==> src/rtl/mini_proc_pkg.sv <==
// mini_proc_pkg: shared command/state encodings and saturation limits
package mini_proc_pkg;
  typedef enum logic [2:0] {
    CMD_LDI, CMD_RD1, CMD_RD2, CMD_ADDI, CMD_ADD, CMD_SUB, CMD_SLLV, CMD_SRAI
  } cmd_e;
  typedef enum logic [1:0] {IDLE, READ, EXEC, WB} state_e;
  localparam int MAX_DW = 64;
  function automatic logic [MAX_DW-1:0] sat_max(input int dw);
    return (64'd1 << (dw - 1)) - 64'd1;
  endfunction
  function automatic logic [MAX_DW-1:0] sat_min(input int dw);
    return 64'd1 << (dw - 1);
  endfunction
endpackage

==> src/rtl/mini_proc_if.sv <==
// mini_proc_if: command issue / completion bus of the mini processor
interface mini_proc_if #(parameter int DW = 16, parameter int NREG = 32);
  localparam int AW = $clog2(NREG);
  logic          start;
  logic [2:0]    cmd;
  logic [AW-1:0] rs1, rs2, rd;
  logic [DW-1:0] imm;
  logic          busy, done, ovf;
  logic [DW-1:0] rdata1, rdata2, result;
  modport master (output start, cmd, rs1, rs2, rd, imm, input busy, done, rdata1, rdata2, result, ovf);
  modport slave (input start, cmd, rs1, rs2, rd, imm, output busy, done, rdata1, rdata2, result, ovf);
endinterface

==> src/rtl/mp_regfile.sv <==
// mp_regfile: NREG x DW register file, two async reads, one sync write
module mp_regfile #(
  parameter int DW = 16,
  parameter int NREG = 32,
  localparam int AW = $clog2(NREG)
) (
  input  logic          clk,
  input  logic          rst,
  input  logic          we,
  input  logic [AW-1:0] wa,
  input  logic [DW-1:0] wd,
  input  logic [AW-1:0] ra1,
  input  logic [AW-1:0] ra2,
  output logic [DW-1:0] rd1,
  output logic [DW-1:0] rd2
);
  logic [DW-1:0] mem [NREG];
  // storage: cleared on reset, written on we
  always_ff @(posedge clk or posedge rst)
    if (rst) for (int i = 0; i < NREG; i++) mem[i] <= '0;
    else if (we) mem[wa] <= wd;
  assign rd1 = mem[ra1];
  assign rd2 = mem[ra2];
endmodule

==> src/rtl/mini_proc_core.sv <==
// mini_proc_core: 3-stage command processor over an internal register file
module mini_proc_core
  import mini_proc_pkg::*;
#(
  parameter int DW = 16,
  parameter int NREG = 32,
  parameter int SAT_EN = 0
) (
  input logic clk,
  input logic rst,
  mini_proc_if.slave bus
);
  localparam int AW = $clog2(NREG);
  localparam int SW = $clog2(DW);
  localparam logic [DW-1:0] SMAX = DW'(sat_max(DW));
  localparam logic [DW-1:0] SMIN = DW'(sat_min(DW));
  state_e state, nxt;
  cmd_e c_cmd;
  logic [AW-1:0] c_rs1, c_rs2, c_rd;
  logic [DW-1:0] c_imm, op1, op2, rf1, rf2, res, alu, shl, back, sra;
  logic [DW:0] sum;
  logic res_ovf, alu_ovf, aovf, arith, accept, we;
  assign accept = bus.start && (state == IDLE || state == WB);
  assign we = state == WB && c_cmd != CMD_RD1 && c_cmd != CMD_RD2;
  mp_regfile #(.DW(DW), .NREG(NREG)) u_rf (
    .clk(clk), .rst(rst), .we(we), .wa(c_rd), .wd(res),
    .ra1(c_rs1), .ra2(c_rs2), .rd1(rf1), .rd2(rf2)
  );
  // state register
  always_ff @(posedge clk or posedge rst)
    if (rst) state <= IDLE;
    else state <= nxt;
  // next state: fixed READ->EXEC->WB walk, re-entering READ on a new accept
  always_comb nxt = state == READ ? EXEC : state == EXEC ? WB : accept ? READ : IDLE;
  // ALU: arithmetic at DW+1 bits so the sign mismatch exposes overflow
  always_comb begin
    sum = c_cmd == CMD_ADDI ? {op1[DW-1], op1} + {c_imm[DW-1], c_imm}
        : c_cmd == CMD_SUB  ? {op1[DW-1], op1} - {op2[DW-1], op2}
        :                     {op1[DW-1], op1} + {op2[DW-1], op2};
    aovf = sum[DW] ^ sum[DW-1];
    arith = c_cmd == CMD_ADDI || c_cmd == CMD_ADD || c_cmd == CMD_SUB;
    shl = op1 << op2[SW-1:0];
    back = $signed(shl) >>> op2[SW-1:0];
    sra = $signed(op1) >>> c_imm[SW-1:0];
    alu = c_cmd == CMD_LDI  ? c_imm
        : arith             ? ((SAT_EN != 0 && aovf) ? (sum[DW] ? SMIN : SMAX) : sum[DW-1:0])
        : c_cmd == CMD_SLLV ? shl
        : c_cmd == CMD_SRAI ? sra
        :                     '0;
    alu_ovf = arith ? aovf : c_cmd == CMD_SLLV ? back != op1 : 1'b0;
  end
  // datapath: latch command, operands, result, then publish on write-back
  always_ff @(posedge clk or posedge rst)
    if (rst) begin
      c_cmd <= CMD_LDI;
      {c_rs1, c_rs2, c_rd, c_imm, op1, op2, res, res_ovf} <= '0;
      {bus.busy, bus.done, bus.ovf, bus.rdata1, bus.rdata2, bus.result} <= '0;
    end else begin
      if (accept) begin
        c_cmd <= cmd_e'(bus.cmd);
        c_rs1 <= bus.rs1;
        c_rs2 <= bus.rs2;
        c_rd <= bus.rd;
        c_imm <= bus.imm;
      end
      if (state == READ) begin
        op1 <= rf1;
        op2 <= rf2;
      end
      if (state == EXEC) begin
        res <= alu;
        res_ovf <= alu_ovf;
      end
      if (state == WB) begin
        bus.rdata1 <= op1;
        bus.rdata2 <= op2;
        bus.result <= res;
        bus.ovf <= res_ovf;
      end
      bus.done <= state == WB;
      bus.busy <= accept ? 1'b1 : state == WB ? 1'b0 : bus.busy;
    end
endmodule
==> src/flat_wrapper.sv <==
// flat-port wrapper written by rule: the top's interface ports become plain ports
module mini_proc_core_flat import mini_proc_pkg::*;
#(
  parameter int DW = 16,
  parameter int NREG = 32,
  parameter int SAT_EN = 0
)
  (clk, rst, bus_start, bus_cmd, bus_rs1, bus_rs2, bus_rd, bus_imm, bus_busy, bus_done, bus_rdata1, bus_rdata2, bus_result, bus_ovf);
  mini_proc_if #(.DW(DW), .NREG(NREG)) bus_i ();
  input logic clk;
  input logic rst;
  input wire logic [$bits(bus_i.start)-1:0] bus_start;
  input wire logic [$bits(bus_i.cmd)-1:0] bus_cmd;
  input wire logic [$bits(bus_i.rs1)-1:0] bus_rs1;
  input wire logic [$bits(bus_i.rs2)-1:0] bus_rs2;
  input wire logic [$bits(bus_i.rd)-1:0] bus_rd;
  input wire logic [$bits(bus_i.imm)-1:0] bus_imm;
  output wire logic [$bits(bus_i.busy)-1:0] bus_busy;
  output wire logic [$bits(bus_i.done)-1:0] bus_done;
  output wire logic [$bits(bus_i.rdata1)-1:0] bus_rdata1;
  output wire logic [$bits(bus_i.rdata2)-1:0] bus_rdata2;
  output wire logic [$bits(bus_i.result)-1:0] bus_result;
  output wire logic [$bits(bus_i.ovf)-1:0] bus_ovf;
  assign bus_i.start = bus_start;
  assign bus_i.cmd = bus_cmd;
  assign bus_i.rs1 = bus_rs1;
  assign bus_i.rs2 = bus_rs2;
  assign bus_i.rd = bus_rd;
  assign bus_i.imm = bus_imm;
  assign bus_busy = bus_i.busy;
  assign bus_done = bus_i.done;
  assign bus_rdata1 = bus_i.rdata1;
  assign bus_rdata2 = bus_i.rdata2;
  assign bus_result = bus_i.result;
  assign bus_ovf = bus_i.ovf;
  mini_proc_core #(.DW(DW), .NREG(NREG), .SAT_EN(SAT_EN)) u_core (.clk(clk), .rst(rst), .bus(bus_i));
endmodule
==> config.mk <==
export PLATFORM = sky130hd
export DESIGN_NAME = mini_proc_core_flat
export DESIGN_NICKNAME = d
export VERILOG_FILES = /design/src/rtl/mini_proc_pkg.sv /design/src/rtl/mini_proc_if.sv /design/src/rtl/mp_regfile.sv /design/src/rtl/mini_proc_core.sv /design/src/flat_wrapper.sv
export SDC_FILE = /design/constraint.sdc
export NUM_CORES = 2
export LEC_CHECK = 0
export CORE_ASPECT_RATIO = 1.2
export CORE_MARGIN = 2
export CORE_UTILIZATION = 50
export DETAILED_ROUTE_END_ITERATION = 10
export GPL_TIMING_DRIVEN = 0
export HOLD_SLACK_MARGIN = 0.02
export MAX_ROUTING_LAYER = met4
export PLACE_DENSITY = 0.76
export SYNTH_ARGS = -nofsm -noshare
export SYNTH_HDL_FRONTEND = slang
export SYNTH_SLANG_ARGS = --single-unit
==> constraint.sdc <==
create_clock -name clk -period 24.9 [get_ports clk]
set_clock_uncertainty 0.2 [all_clocks]
set_input_delay 2.49 -clock clk [delete_from_list [all_inputs] [get_ports clk]]
set_output_delay 2.49 -clock clk [all_outputs]
set_load 0.005 [all_outputs]
* Word-level counts from Yosys, hierarchy flattened *
Index checks and enable logic that the tools add are counted.

word-level totals
  bits in registers = 648
  bits of input ports = 37
  output and inout bits = 51
  word-level logic and storage cells = 105

operators by class
  $add $sub $neg = 3
  $lt $le $gt $ge = 4
  equal/unequal tests = 11
  shift-type cells = 3
  multiplexer cells = 22
  bitwise logic cells = 4
  reductions and logical operators = 10

operators with widths
  cell                  count
  $bwmux W512           1
  $bmux W16 S5          2
  $mux W16              9
  $demux W16 S5         1
  $add A16 B16 Y17      2
  $mux W17              2
  $sshr A16 B4 Y16      2
  $ge A6 B6 Y1 const B  3
  $not A5 Y6            3
  $sub A16 B16 Y17      1
  $ne A16 B16 Y1        1
  $shl A16 B4 Y16       1
  $eq A3 B3 Y1 const B  4
  $lt A6 B1 Y1 const B  1
  $mux W1               5
  $eq A2 B2 Y1 const B  2
  $logic_and A1 B1 Y1   4
  $mux W2               2
  $eq A3 B2 Y1 const B  1
  $logic_not A3 Y1      1
  $logic_or A1 B1 Y1    3
  $ne A3 B1 Y1 const B  1
  $ne A3 B2 Y1 const B  1
  $eq A2 B1 Y1 const B  1
  other kinds (3)       3

* Longest topological paths before layout *
  depth in word-level cells = 6
  gate-level depth with buffers = 23
  mapped depth without buffers = 20

* Modules after synthesis *
From an unflattened synthesis, not the netlist that was laid out.

second synthesis, totals
  cell total of the unflattened synthesis = 3241
  area total of the unflattened synthesis = 37811.3 um^2

modules (own cells, without submodules)
  module          times used  cells each  area each (um^2)  sequential area each (um^2)
  mp_regfile      1           2300        28718.8           12812.3
  mini_proc_core  1           941         9092.5            3403.3

* Worst setup path before layout *
No wires, ideal clock.

  path type = reg-to-reg
  start point = reg u_core.op2[1]
  end point = reg u_core.res_ovf
  library setup time = 0.135 ns
  data arrival time = 5.183 ns
  data required time = 24.565 ns
  setup slack = 19.382 ns
  stages on the path, launching flop included = 22
  path buffers = 3
  period minus slack after synthesis = 5.518 ns
  cell sequence = dfrtp_1 clkbuf_1 clkbuf_1 inv_1 clkbuf_1 ha_1 or4_1 mux2i_1 a22o_1 nand4b_4 or3_4 xnor2_1 a21oi_1 ha_1 a21o_1 or4_1 a211oi_1 or4_1 nand3_1 xnor3_1 xnor2_1 o22ai_1

between the ends
  cells in the longest elaborated chain, start to end = 5
  elaborated cells between the ends (all ways) = 10
  classes of those cells = add/sub: 2; eq/ne: 1; shift: 2; mux: 4; bitwise: 1

ends and longest elaborated chain
  element                                        RTL line                                    source
  start: declaration                             mini_proc_core.sv:20                        logic [DW-1:0] c_imm, op1, op2, rf1, rf2, res, alu, shl, back, sra;
  start signal: assignment                       mini_proc_core.sv:68                        op2 <= rf2;
  $shl A16 B4 Y16, or another cell as far along  mini_proc_core.sv:42                        shl = op1 << op2[SW-1:0];
  $sshr A16 B4 Y16 or $mux W17 (tied branches)   mini_proc_core.sv:43, mini_proc_core.sv:38
  $ne A16 B16 Y1 or $mux W17 (tied branches)     mini_proc_core.sv:50, mini_proc_core.sv:37
  $mux W1 or $xor A1 B1 Y1 (tied branches)       mini_proc_core.sv:50, mini_proc_core.sv:40
  $mux W1 (*)                                    mini_proc_core.sv:50                        alu_ovf = arith ? aovf : c_cmd == CMD_SLLV ? back != op1 : 1'b0;
  end signal: assignment                         mini_proc_core.sv:72                        res_ovf <= alu_ovf;
  end: declaration                               mini_proc_core.sv:22                        logic res_ovf, alu_ovf, aovf, arith, accept, we;

Mark *: on every way between the ends. The rest lies on a longest branch, timed or not.
A chain may end at the register's enable or synchronous reset.

* Final worst setup path *
  start point = reg u_core.op2[1]
  end point = reg u_core.res[15]

between the ends
  cells in the longest elaborated chain, start to end = 5
  elaborated cells between the ends (all ways) = 8
  classes of those cells = add/sub: 2; shift: 1; mux: 5

ends and longest elaborated chain
  element                                               RTL line                                    source
  $add A16 B16 Y17 or $sub A16 B16 Y17 (tied branches)  mini_proc_core.sv:39, mini_proc_core.sv:38
  $mux W17                                              mini_proc_core.sv:38                        : c_cmd == CMD_SUB ? {op1[DW-1], op1} - {op2[DW-1], op2}
  $mux W17                                              mini_proc_core.sv:37                        sum = c_cmd == CMD_ADDI ? {op1[DW-1], op1} + {c_imm[DW-1], c_imm}
  $mux W16 (*)                                          mini_proc_core.sv:46                        : arith ? ((SAT_EN != 0 && aovf) ? (sum[DW] ? SMIN : SMAX) : sum[DW-1:0])
  $mux W16 (*)                                          mini_proc_core.sv:45                        alu = c_cmd == CMD_LDI ? c_imm
  end signal: assignment                                mini_proc_core.sv:71                        res <= alu;
  end: declaration                                      mini_proc_core.sv:20

Marked as above.

==> results.py <==
metrics = {
    "detailed_routing": {
        "wl_per_cell_microns": 32.8,
        "wirelength_microns": 123000,
        "drt_iter0_markers": 2689,
        "antenna_left": 0,
        "avgViaCountPerCell": 6.81,
        "vias": 25500,
        "drc_errors": 0,
        "drt_pass1_iterations": 5,
    },
    "yosys": {
        "synthArstFlopShare": 1.00,
        "ys_warn_count": 0,
        "synth-main-ff-cell": "dfrtp_1",
        "synth-seq-cells": 648,
        "synth_area_per_cell_sq_um": 14.0,
        "synth.distinct_cells": 74,
        "synth_fp_nets": 2655,
        "syn-cell-area_sq_um": 36300,
        "synth_edf_count": 0,
        "synthCells": 2595,
        "ys_seq_area_frac": 0.447,
    },
    "power_and_ir_drop": {
        "comb_power_share": 0.540,
        "design_power_total_mw": 6.29,
        "clock_power_share": 0.174,
        "peakVddDrop_mv": 0.111,
        "power_switching_mw": 2.73,
        "leakagePower_nw": 17.5,
        "seq_power_share": 0.286,
        "p_int_mw": 3.56,
        "p_sw_frac": 0.434,
        "p_per_area_nw_per_um2": 154,
    },
    "cells_and_area": {
        "final_cells": 3749,
        "syn_to_final_growth_pct": 12.7,
        "layout_commonest_cell": "dfrtp_1",
        "insertedDiodeCount": 0,
        "stdcell_area_sq_um": 40900,
        "drive_gt1_frac": 0.389,
        "fill_cells": 5625,
        "nets": 2819,
        "layout.cells.most_common_list": "dfrtp_1, mux2_2, mux4_2",
    },
    "clock_network": {
        "cts.repair.resized": 0,
        "htreeDepth": 3,
        "insertion_delay_ns": 0.63,
        "cts_tree": "done",
        "clock_path_buffers": 3,
        "clkTransAtPathRegs_ns": 0.06,
        "cts_hold_buf": 0,
        "cts_buffers": 70,
        "cts_setup_buffers": 0,
        "clock_sinks": 648,
        "root_buffer": "clkbuf_16",
    },
    "sta": {
        "worstMarginPinSlew_ns": 1.42,
        "fmax_ghz": 0.131,
        "fin_crit_sh": 0.308,
        "slew-limit-headroom": 0.0510,
        "slew_viol_final": 0,
        "rsz0062_at_grt": "no",
        "min_period_ns": 7.66,
        "final-setup-viol-count": 0,
        "hold_viol_final": 0,
    },
    "global_route": {
        "track_usage": 0.343,
        "gr-max-usage-layer": "met2",
        "antenna_found_initial": 0,
        "globalRouteMet3Util": 0.0538,
        "grt_max_degree": 130,
        "use_met2": 0.568,
        "grt_pass1_wl_microns": 181000,
        "grt-ovfl-total": 0,
        "gr-usage-met1": 0.391,
        "grt_pass1_vias": 26800,
    },
    "floorplan": {
        "fp.dieArea_sq_um": 74700,
        "core_sq_um": 72000,
        "rows": 108,
        "pin_count": 88,
        "die_w_microns": 250,
        "initial_utilization": 0.504,
        "die_y_microns": 299,
    },
    "worst_setup_path": {
        "worstSetupEndpointType": "register",
        "arrival_ns": 7.94,
        "crit_required_ns": 25.17,
        "path_max_fanout": 11,
        "path_class": "reg2reg",
        "reg2reg_slack_ns": 17.24,
        "start_kind": "register",
    },
    "status": {
        "status": "finished, final reports clean",
    },
    "placement": {
        "gp_congestion": 1.00,
        "place_area_sq_um": 38500,
        "io_buffers": 87,
        "dpl.hpwl_microns": 92000,
        "dp.cells": 3622,
    },
    "job": {
        "cap_viol_max_count": 0,
    },
    "worst_hold_path": {
        "min_path_type": "reg2reg",
    },
}
[cell usage after synthesis (all sizes together), types with 6 or more instances]
library cell / n / area, sq um
nand2b: 6 / 37.5
nor4: 6 / 52.6
nand3: 14 / 70.1
mux4: 331 / 7450
a22oi: 7 / 52.6
ha: 22 / 275
mux2i: 72 / 721
o21ai: 71 / 359
o22ai: 6 / 37.5
mux2: 611 / 6880
a21oi: 89 / 445
o41ai: 6 / 78.8
inv: 27 / 101
or4: 7 / 56.3
clkbuf: 202 / 758
xnor2: 37 / 324
nor3: 24 / 120
nor2: 140 / 526
dfrtp: 648 / 16200
xor2: 8 / 70.1
and3: 8 / 50.1
or3: 9 / 61.3
a211oi: 11 / 82.6
nand3b: 7 / 52.6
buf: 49 / 208
a221oi: 10 / 87.6
a31oi: 12 / 75.1
nand2: 66 / 248
o211ai: 8 / 60.1
[sequential cells by signal, indices dropped and copies added, names as in the netlist, 2 cells and up]
signal	cells
u_core.op1	16
u_core.op2	16
u_core.c_imm	16
u_core.bus.rdata2	16
u_core.c_rd	5
u_core.c_cmd	3
u_core.bus.result	16
u_core.bus.rdata1	16
u_core.state	2
u_core.c_rs1	5
u_core.res	16
u_core.c_rs2	5
u_core.u_rf.mem	512
[logic make-up (layout without fill, tap and decap cells)]
logic type                 after synthesis  count (layout)  share of synthesized area
AOI/OAI and AO/OA                      276             276                     0.0486
xor gates and xnor gates                46              46                     0.0115
adders and majority gates               23              23                    0.00814
buffers and inverters                  279             498                     0.0295
DFF                                    648             648                      0.447
muxes                                 1014            1014                      0.415
and+or+nand+nor                        309             309                     0.0399
[metrics by stage]
stage               worst slack [ns]  utilization  setup TNS (ns)  hold WS [ns]
finish                         17.24        0.568               0         0.305
global route                   16.89        0.568               0         0.321
CTS                            17.46        0.568               0         0.308
detailed placement             17.49        0.534               0         0.296
global placement               -2.14        0.532        -1333.21         0.278
floorplan                       4.05            -               0         0.262
[final timing paths]
kind                                      startpoint                     to  depth (start not counted)
worst min-delay path            u_core.bus.rdata2[7]   u_core.bus.rdata2[7]                          1
worst max register to register         u_core.op2[1]         u_core.res[15]                         22
max in group asynchronous                        rst   u_core.u_rf.mem[403]                          5
min in group asynchronous                        rst  u_core.bus.rdata1[15]                          2
worst min register to register  u_core.bus.rdata2[7]   u_core.bus.rdata2[7]                          1
worst max-delay path                   u_core.op2[1]         u_core.res[15]                         22
[critical path, stage by stage, from the launching register on]
cell      delay [ns]
dfrtp_1         0.51
clkbuf_1        0.52
clkbuf_1        0.51
inv_1           0.11
clkbuf_1        0.36
ha_1            0.42
or4_1           0.50
mux2i_1         0.25
a22o_1          0.28
nand3_1         0.20
nor2_1          0.32
o32a_1          0.21
o21ai_1         0.09
xnor2_1         0.44
o21ai_1         0.14
ha_1            0.24
or4_1           0.54
a211oi_1        0.58
or4_1           0.21
nand3_1         0.15
a221o_1         0.40
nand3_1         0.18
o21ai_0         0.13
[power by group through the flow]
stage | combinational (mW) | clock, mW | sequential [mW]
after floorplan | 2.26 | 0 | 1.66
after global placement | 3.26 | 0 | 1.75
after detailed placement | 3.32 | 0 | 1.79
after CTS | 3.34 | 1.10 | 1.78
after global routing | 3.55 | 1.15 | 1.83
final | 3.40 | 1.09 | 1.80
[final cells by class]
| cell class | count | area, sq um | area share |
|---|---|---|---|
| Inverter | 28 | 113 | 0.00275 |
| Timing Repair Buffer | 92 | 1010 | 0.0247 |
| Buffer | 251 | 967 | 0.0237 |
| Multi-Input combinational cell | 1668 | 19000 | 0.464 |
| Tap cell | 935 | 1170 | 0.0286 |
| Sequential cell | 648 | 16200 | 0.397 |
| Clock buffer | 93 | 2030 | 0.0496 |
| Clock inverter | 34 | 394 | 0.00964 |
[metal layers]
metal	up-vias	share of wire	routed length [microns]
met2	1464	0.50	62000
met5	-	0	0
met4	0	0.075	9240
met1	13300	0.35	43000
met3	440	0.071	8740
li1	10300	-	-
Power figures use the tool's default switching activity.
==> RTL edit: new RTL, same settings <==
`NREG` is set to 32 in 4 places; all go to 16.
--- a/src/rtl/mini_proc_if.sv
+++ b/src/rtl/mini_proc_if.sv
@@ -1,4 +1,4 @@
 // mini_proc_if: command issue / completion bus of the mini processor
-interface mini_proc_if #(parameter int DW = 16, parameter int NREG = 32);
+interface mini_proc_if #(parameter int DW = 16, parameter int NREG = 16);
   localparam int AW = $clog2(NREG);
   logic          start;
--- a/src/rtl/mp_regfile.sv
+++ b/src/rtl/mp_regfile.sv
@@ -2,5 +2,5 @@
 module mp_regfile #(
   parameter int DW = 16,
-  parameter int NREG = 32,
+  parameter int NREG = 16,
   localparam int AW = $clog2(NREG)
 ) (
--- a/src/rtl/mini_proc_core.sv
+++ b/src/rtl/mini_proc_core.sv
@@ -4,5 +4,5 @@
 #(
   parameter int DW = 16,
-  parameter int NREG = 32,
+  parameter int NREG = 16,
   parameter int SAT_EN = 0
 ) (
--- a/src/flat_wrapper.sv
+++ b/src/flat_wrapper.sv
@@ -3,5 +3,5 @@
 #(
   parameter int DW = 16,
-  parameter int NREG = 32,
+  parameter int NREG = 16,
   parameter int SAT_EN = 0
 )
Interface: changed (resized bus_rd, bus_rs1 and bus_rs2); port bits go from 88 to 85. No check against the original RTL was run, so the function may have changed too.
==> RTL edit against the original RTL <==
  * Die area is 37% lower
  * Hold slack worse by 1.8 ps
  * Area after synthesis is 38% lower
  * Largest cell class unchanged
  * Sequential cell count is 259 lower
  * Setup slack better by 1400 ps
  * Final area is 37% lower
  * Wire length is 41% lower
  * Power is 36% lower
==> RTL edit: results (changes against the original RTL) <==
| Metric | Value |
|---|---|
| Outcome | `finished clean` |
| Buffering overhead | `0.0621 (+0.0138)` |
| Placement Setup Slack | `18,680 ps (+1190 ps)` |
| Mapped Cells | `1,744 (-33%)` |
| First-pass GRT wire length | `109 mm (-40%)` |
| Global Route Usage Sum | `0.324 (-0.0191)` |
| Pwr Density | `157 mW/mm² (+2.2%)` |
| Fraction of area in multi-input gates | `0.474 (+0.00929)` |
| Switching share of power | `0.432 (-0.00163)` |
| DP Area | `0.0243 mm² (-37%)` |
| Met1 WL | `26.9 mm (-37%)` |
| Power share of the clock group | `0.154 (-0.020)` |
| DP HPWL | `54.1 mm (-41%)` |
| Worst rel slew slack | `0.0487 (-0.00229)` |
| Met3 Use GR | `0.0528 (-0.000910)` |
| Register area share after synthesis | `0.430 (-0.0171)` |
| Placed Cells | `2,441 (-33%)` |
| Seq area share | `0.379 (-0.0179)` |
| Max reg flops | `256 (-50%)` |
| Commonest cells in the netlist | `dfrtp_1 (389), mux2_2 (373), mux4_2 (165)` |
| Logic inverters | `22 (-21%)` |
| Num CTS Buffers | `41 (-41%)` |
| M2 GR Usage | `0.530 (-0.0373)` |
| Unique cell type count in the Yosys netlist | `84 (+14%)` |
| WL/cell | `28.6 µm (-13%)` |
| Clock latency at the later pin of the worst-skew pair | `580 ps (-50 ps)` |
| Pin count of the biggest net entering global routing | `144 (+11%)` |
| Hold WS | `303 ps (-1.81 ps)` |
| Post-Layout Inst Area | `0.0257 mm² (-37%)` |
| CP arrival | `6500 ps (-1440 ps)` |
| Lkg Pwr | `0.0109 µW (-38%)` |
| Fraction of layout cells with a size suffix above 1 | `0.347 (-0.0419)` |
| Crit-path max cell delay | `620 ps (+40 ps)` |
| Non-CTS buffers | `249 (-27%)` |
| Via/cell ratio | `6.50 (-4.5%)` |
| H-tree levels | `2 (-1)` |
| Multi-In Gates | `1,172 (-30%)` |
| Grt met1 use | `0.380 (-0.0107)` |
| CP max stage cell | `buf_1` |
## RTL edit: cell count changes after synthesis, moves of 13 or more
cell | before | now
o21ai_0 | 65 | 50
nor2_1 | 140 | 74
clkbuf_1 | 202 | 115
mux2_2 | 611 | 373
dfrtp_1 | 648 | 389
mux2i_1 | 72 | 51
mux4_2 | 331 | 165
a21oi_1 | 89 | 54
nand2_1 | 66 | 90
buf_1 | 40 | 27
## RTL edit: cell families (layout without fill, tap and decap cells)
| logic type | count (synthesis) | count (layout) | synth area share |
|---|---|---|---|
| AO/OA/AOI/OAI | 234 | 234 | 0.0689 |
| multiplexers | 593 | 593 | 0.376 |
| buffers and inverters | 183 | 342 | 0.0331 |
| flip-flops | 389 | 389 | 0.430 |
| AND/OR/NAND/NOR | 275 | 275 | 0.0611 |
| adder cells (fa/ha/maj) | 23 | 23 | 0.0130 |
| XOR/XNOR | 47 | 47 | 0.0182 |
